--- config.mk ---
export PLATFORM = sky130hd
export DESIGN_NAME = cpu_mem_responder
export DESIGN_NICKNAME = d
export VERILOG_FILES = /design/src/rtl/cpu_mem_pkg.sv /design/src/rtl/cpu_mem_array.sv /design/src/rtl/cpu_mem_responder.sv
export SDC_FILE = /design/constraint.sdc
export NUM_CORES = 2
export LEC_CHECK = 0
export ABC_AREA = 0
export ABC_CLOCK_PERIOD_IN_PS = 5700
export CAP_MARGIN = 25
export CELL_PAD_IN_SITES_DETAIL_PLACEMENT = 1
export CELL_PAD_IN_SITES_GLOBAL_PLACEMENT = 1
export CORE_MARGIN = 2
export CORE_UTILIZATION = 58
export CTS_BUF_LIST = sky130_fd_sc_hd__clkbuf_2
export CTS_CLUSTER_SIZE = 20
export DETAILED_ROUTE_END_ITERATION = 6
export GPL_ROUTABILITY_DRIVEN = 0
export PLACE_DENSITY_LB_ADDON = 0.25
export SETUP_SLACK_MARGIN = 0.05
export SYNTH_ARGS = -nofsm -noshare
export SYNTH_HDL_FRONTEND = slang
export SYNTH_SLANG_ARGS = --single-unit
--- constraint.sdc ---
create_clock -name clk -period 5.7 [get_ports clk]
set_clock_uncertainty 0.2 [all_clocks]
set_input_delay 0.57 -clock clk [delete_from_list [all_inputs] [get_ports clk]]
set_output_delay 0.57 -clock clk [all_outputs]
set_load 0.01 [all_outputs]
--- src/rtl/cpu_mem_pkg.sv ---
// Shared definitions for the CPU memory responder: bus widths, the IO address
// and the load/run state encoding.
package cpu_mem_pkg;
  localparam int CPU_ADDR_W = 8;
  localparam int CPU_DATA_W = 8;

  function automatic int io_top(input int aw);
    return (1 << aw) - 1;
  endfunction

  localparam int IO_ADDR = io_top(CPU_ADDR_W);

  typedef enum logic [1:0] {
    ST_HOLD    = 2'd0,
    ST_LOAD    = 2'd1,
    ST_RELEASE = 2'd2,
    ST_RUN     = 2'd3
  } state_e;
endpackage

--- src/rtl/cpu_mem_array.sv ---
// Single-clock RAM with one write port and one registered read port; a read
// colliding with a write to the same cell returns the old contents.
module cpu_mem_array #(
  parameter int AW = 8,
  parameter int DW = 8
) (
  input  logic          i_clk,
  input  logic          i_rst,
  input  logic          i_we,
  input  logic [AW-1:0] i_waddr,
  input  logic [DW-1:0] i_wdata,
  input  logic [AW-1:0] i_raddr,
  output logic [DW-1:0] o_rdata
);
  logic [DW-1:0] r_mem [(1 << AW)];
  logic [DW-1:0] r_q;

  always_ff @(posedge i_clk) begin
    if (i_we) r_mem[i_waddr] <= i_wdata;
  end

  // Only the read register is reset; the array keeps its contents.
  always_ff @(posedge i_clk or posedge i_rst) begin
    if (i_rst) r_q <= '0;
    else       r_q <= r_mem[i_raddr];
  end

  assign o_rdata = r_q;
endmodule

--- src/rtl/cpu_mem_responder.sv ---
// Memory-side responder: RAM plus mapped output register for the CPU, and a
// byte-stream loader that fills RAM while holding the CPU in reset.
module cpu_mem_responder
  import cpu_mem_pkg::*;
#(
  parameter int addr_width = CPU_ADDR_W,
  parameter int data_width = CPU_DATA_W,
  parameter logic [addr_width-1:0] io_addr = addr_width'(io_top(addr_width))
) (
  input  logic                  clk,
  input  logic                  rst,
  input  logic                  write,
  input  logic [addr_width-1:0] addr,
  input  logic [data_width-1:0] wdata,
  output logic [data_width-1:0] rdata,
  input  logic                  ld_start,
  input  logic                  ld_valid,
  input  logic [data_width-1:0] ld_data,
  input  logic                  ld_last,
  output logic                  ld_ready,
  output logic                  cpu_rst,
  output logic                  load_busy,
  output logic [data_width-1:0] io_out,
  output logic                  io_strobe
);
  state_e                  r_state, w_state_nxt;
  logic [addr_width-1:0]   r_ld_ptr, w_ptr_nxt;
  logic [data_width-1:0]   r_io, r_io_snap, w_mem_q;
  logic                    r_io_sel, r_io_strobe;
  logic                    w_run, w_is_io, w_cpu_io_wr;
  logic                    w_we;
  logic [addr_width-1:0]   w_waddr;
  logic [data_width-1:0]   w_wdata;

  assign w_run       = (r_state == ST_RUN);
  assign w_is_io     = (addr == io_addr);
  assign w_cpu_io_wr = w_run && write && w_is_io;

  always_comb begin
    w_state_nxt = r_state;
    w_ptr_nxt   = r_ld_ptr;
    ld_ready    = 1'b0;
    cpu_rst     = 1'b1;
    load_busy   = 1'b0;
    case (r_state)
      ST_HOLD: if (ld_start) begin
        w_state_nxt = ST_LOAD;
        w_ptr_nxt   = '0;
      end
      ST_LOAD: begin
        ld_ready  = 1'b1;
        load_busy = 1'b1;
        if (ld_valid) begin
          w_ptr_nxt = r_ld_ptr + 1'b1;
          if (ld_last) w_state_nxt = ST_RELEASE;
        end
        // A restart overrides the increment of a same-cycle byte.
        if (ld_start) w_ptr_nxt = '0;
      end
      ST_RELEASE: begin
        load_busy   = 1'b1;
        w_state_nxt = ST_RUN;
      end
      ST_RUN: begin
        cpu_rst = 1'b0;
        if (ld_start) begin
          w_state_nxt = ST_LOAD;
          w_ptr_nxt   = '0;
        end
      end
      default: w_state_nxt = ST_HOLD;
    endcase
  end

  always_comb begin
    w_we    = 1'b0;
    w_waddr = addr;
    w_wdata = wdata;
    if (r_state == ST_LOAD) begin
      w_we    = ld_valid;
      w_waddr = r_ld_ptr;
      w_wdata = ld_data;
    end else if (w_run) begin
      w_we = write && !w_is_io;
    end
  end

  always_ff @(posedge clk or posedge rst) begin
    if (rst) begin
      r_state     <= ST_HOLD;
      r_ld_ptr    <= '0;
      r_io        <= '0;
      r_io_snap   <= '0;
      r_io_sel    <= 1'b0;
      r_io_strobe <= 1'b0;
    end else begin
      r_state     <= w_state_nxt;
      r_ld_ptr    <= w_ptr_nxt;
      r_io_strobe <= w_cpu_io_wr;
      if (w_cpu_io_wr) r_io <= wdata;
      // Snapshot the pre-write value so an IO read colliding with an IO write sees old data.
      r_io_snap   <= r_io;
      r_io_sel    <= w_is_io;
    end
  end

  cpu_mem_array #(.AW(addr_width), .DW(data_width)) u_mem (
    .i_clk   (clk),
    .i_rst   (rst),
    .i_we    (w_we),
    .i_waddr (w_waddr),
    .i_wdata (w_wdata),
    .i_raddr (addr),
    .o_rdata (w_mem_q)
  );

  assign rdata     = r_io_sel ? r_io_snap : w_mem_q;
  assign io_out    = r_io;
  assign io_strobe = r_io_strobe;
endmodule
==> run metrics <==
DP Worst Slack=slightly below 0.7 ns; EDFF count, synth=roughly 2000; antenna-violating nets left=0; Slowest Stage Delay on Critical Path=around 1.2 ns; Critical Path End Type=flop; Pwr Density=355 nW/um2; HPWL Detailed=around 130000 um; I/O pins=50; Synth Area per Inst=between 20 and 25 um2; Horiz. Die Dim=roughly 380 um; core area=approximately 140000 um2; sequential area share after synthesis=76.7%; Netlist Area Pre-Place=81400 um2; Min-Delay Path Class=in -> reg; Area Growth Syn to Fin=9.84%; 1st-iter DRT viols=5528; final slew viol count=0; gr usage total=approximately a third; Reg clk slew, reported paths=about 0.11 ns; DRC viols=0; Clk Latency, worst-skew pair=around 1.9 ns; final wirelength=between 200000 and 250000 um; post-CTS sizing=0; Setup TNS=0 ns; initial antenna violation count=16; IO Port Bufs=49; RSZ-0062 raised after global routing=false; routed len/inst=about 34 um; Die Height=379 um; Top FF cell, synth=edfxtp_1; row count=between 100 and 150; synth unique cells=65; first-pass iteration count of the detailed router=6; first-pass GRT wire length=319000 um; Hold Vio Cnt, Final=0; crit path kind=in -> reg; Peak VDD IR=approximately 0.63 mV; relative slew slack=about 16%; Worst EP required=a little under 7 ns; Leakage=0.0290 uW; Num CTS Buffers=approximately 500; vias=about 43000; DR vias/cell=around 6.5; hold depth=5; most frequent cells in the layout=2048 x edfxtp_1, 696 x clkbuf_2, 502 x mux4_2; layout cells sized above 1=roughly 30%; H-tree Lvls=5; fillers=between 10000 and 15000; Yosys reg bits=approximately 2100; min Tclk post-route=around 5.4 ns; Final Setup Violations=0; fmax=around 190 MHz; Slowest cell on crit path=dlygate4sd3_1; reg2reg setup slack=between 1 and 1.5 ns; Initial Utilization=58.4%; post-route clock period utilization=between 90 and 100%; final worst slack=0.350 ns; syn_nets=a little under 4000; pin count of the biggest net entering global routing=about 190; worst hold start=addr[4]; Synth Instances=about 3800; R2R depth=7; WP data arrival=6.48 ns; r2r endpoint=u_mem.r_mem[206][4]; Slew @ Worst Pin=1.26 ns; CP Launch Type=input pin; status=completed; clk root buf=clkbuf_2; TritonCTS clock tree=done; cell chain of the critical path=dlygate4sd3_1 -> dlygate4sd3_1 -> buf_6 -> dlygate4sd3_1 -> nand2_1 -> dlygate4sd3_1 -> o21ai_0 -> nand2_2 -> buf_4 -> nor2_1; Crit path top cell by count=dlygate4sd3_1; Syn. warnings=0; vias in the first global route=around 45000; nets=between 4000 and 5000; Die Area=roughly 140000 um2; Worst R2R Start=r_state[1]; Hold EP=u_mem.o_rdata[4]; CTS sink cnt=2084; total grt overflow=0; max_cap viols=0; Post-CTS Setup Repair Bufs=0; Async SR Flop Fraction=1.73%; Clock Tree Buf Depth=4; most common cell after layout, fill and taps aside=edfxtp_1; crit-path max FO=14
==> report_power, final <==
part | total [uW] | switching (uW) | internal [uW]
clock | 9410 | 6020 | 3390
combinational | 3960 | 3060 | 905
sequential | 18300 | 62.3 | 18300
total | 31700 | 9140 | 22600
==> metrics by stage <==
step	hold WS, ns	cell area (um2)	instances	total power (uW)	utilization (%)
floorplan	0.231	81400	3820	20600	-
global placement	0.179	84200	5637	22300	60.4
detailed placement	0.196	84200	5641	22500	60.5
CTS	0.000969	89300	6594	31700	64.0
global route	0.146	89300	6602	32700	64.1
finish	0.193	89400	6609	31700	64.1
==> final cells by class <==
class                      instances  area, um2  share of cell area [%]
antenna                            9       22.5                  0.0252
timing repair buffer             246       2420                    2.71
sequential                      2084      62400                    69.8
clock buffer                     696       3480                    3.90
multi-input combinational       1503      17900                    20.0
clock inverter                   183        778                   0.871
tap                             1876       2350                    2.63
inverter                          12       50.0                  0.0560
==> how the worst max path moves through the flow <==
stage,startpoint,end,slack (ns)
final,addr[3],u_mem.r_mem[221][7],0.35
after floorplan,r_state[1],u_mem.r_mem[0][0],1.56
after global routing,addr[3],u_mem.r_mem[223][3],0.42
after global placement,addr[5],u_mem.r_mem[204][5],0.84
after detailed placement,addr[5],u_mem.r_mem[206][5],0.69
after CTS,addr[3],u_mem.r_mem[223][3],0.89
==> logic make-up after synthesis <==
kind of cell,Yosys count,synth area share (%)
multiplexers,730,16.8
AO/OA/AOI/OAI,289,2.38
adder cells (fa/ha/maj),3,0.0461
XOR/XNOR,4,0.0431
AND/OR/NAND/NOR,477,2.44
buffers and inverters,233,1.56
flip-flops,2084,76.7
==> per-layer routing <==
| metal | GRT usage [%] | part of all wire [%] |
|---|---|---|
| met1 | 43.4 | 38 |
| met5 | 0 | 0.031 |
| met4 | 12.1 | 3.5 |
| met2 | 49.2 | 48 |
| met3 | 8.20 | 10 |
==> Yosys cell counts, types with 6 or more instances <==
master,n,area [um2]
nand3_1,12,60.1
mux4_2,502,11300
mux2i_1,180,1800
o22ai_1,26,163
nand3b_1,6,45.0
o221ai_1,32,280
buf_2,65,325
buf_1,25,93.8
buf_4,37,278
or3_1,7,43.8
and2_1,11,68.8
buf_6,19,214
a221oi_1,16,140
edfxtp_1,2048,61500
dfrtp_1,36,901
o21ai_0,53,265
mux2_2,45,507
nand2b_1,9,56.3
o211ai_1,22,165
a31oi_1,9,56.3
a21oi_1,63,315
nor2_1,289,1080
a22oi_1,14,105
inv_1,10,37.5
nand2_1,106,398
nor2b_1,8,50.1
nor3_1,11,55.1
a211oi_1,17,128
clkbuf_1,73,274
==> critical path: cells and delay by family <==
kind            cells  cell delay (ns)
compound gates      1             0.62
buf+inv             6             3.75
simple gates        3             1.51
==> sequential cells by signal (all words and copies together) (netlist names) <==
register       count
r_io_sel           1
r_state            2
r_io_snap          8
u_mem.r_mem     2048
u_mem.o_rdata      8
io_out             8
r_ld_ptr           8
io_strobe          1
==> repair_timing <==
action | CTS | global route
endpoints found under the setup margin | 0 | 0
hold buffers | 74 | 4
hold endpoints to repair | 1361 | 18
Power figures use the tool's default switching activity.
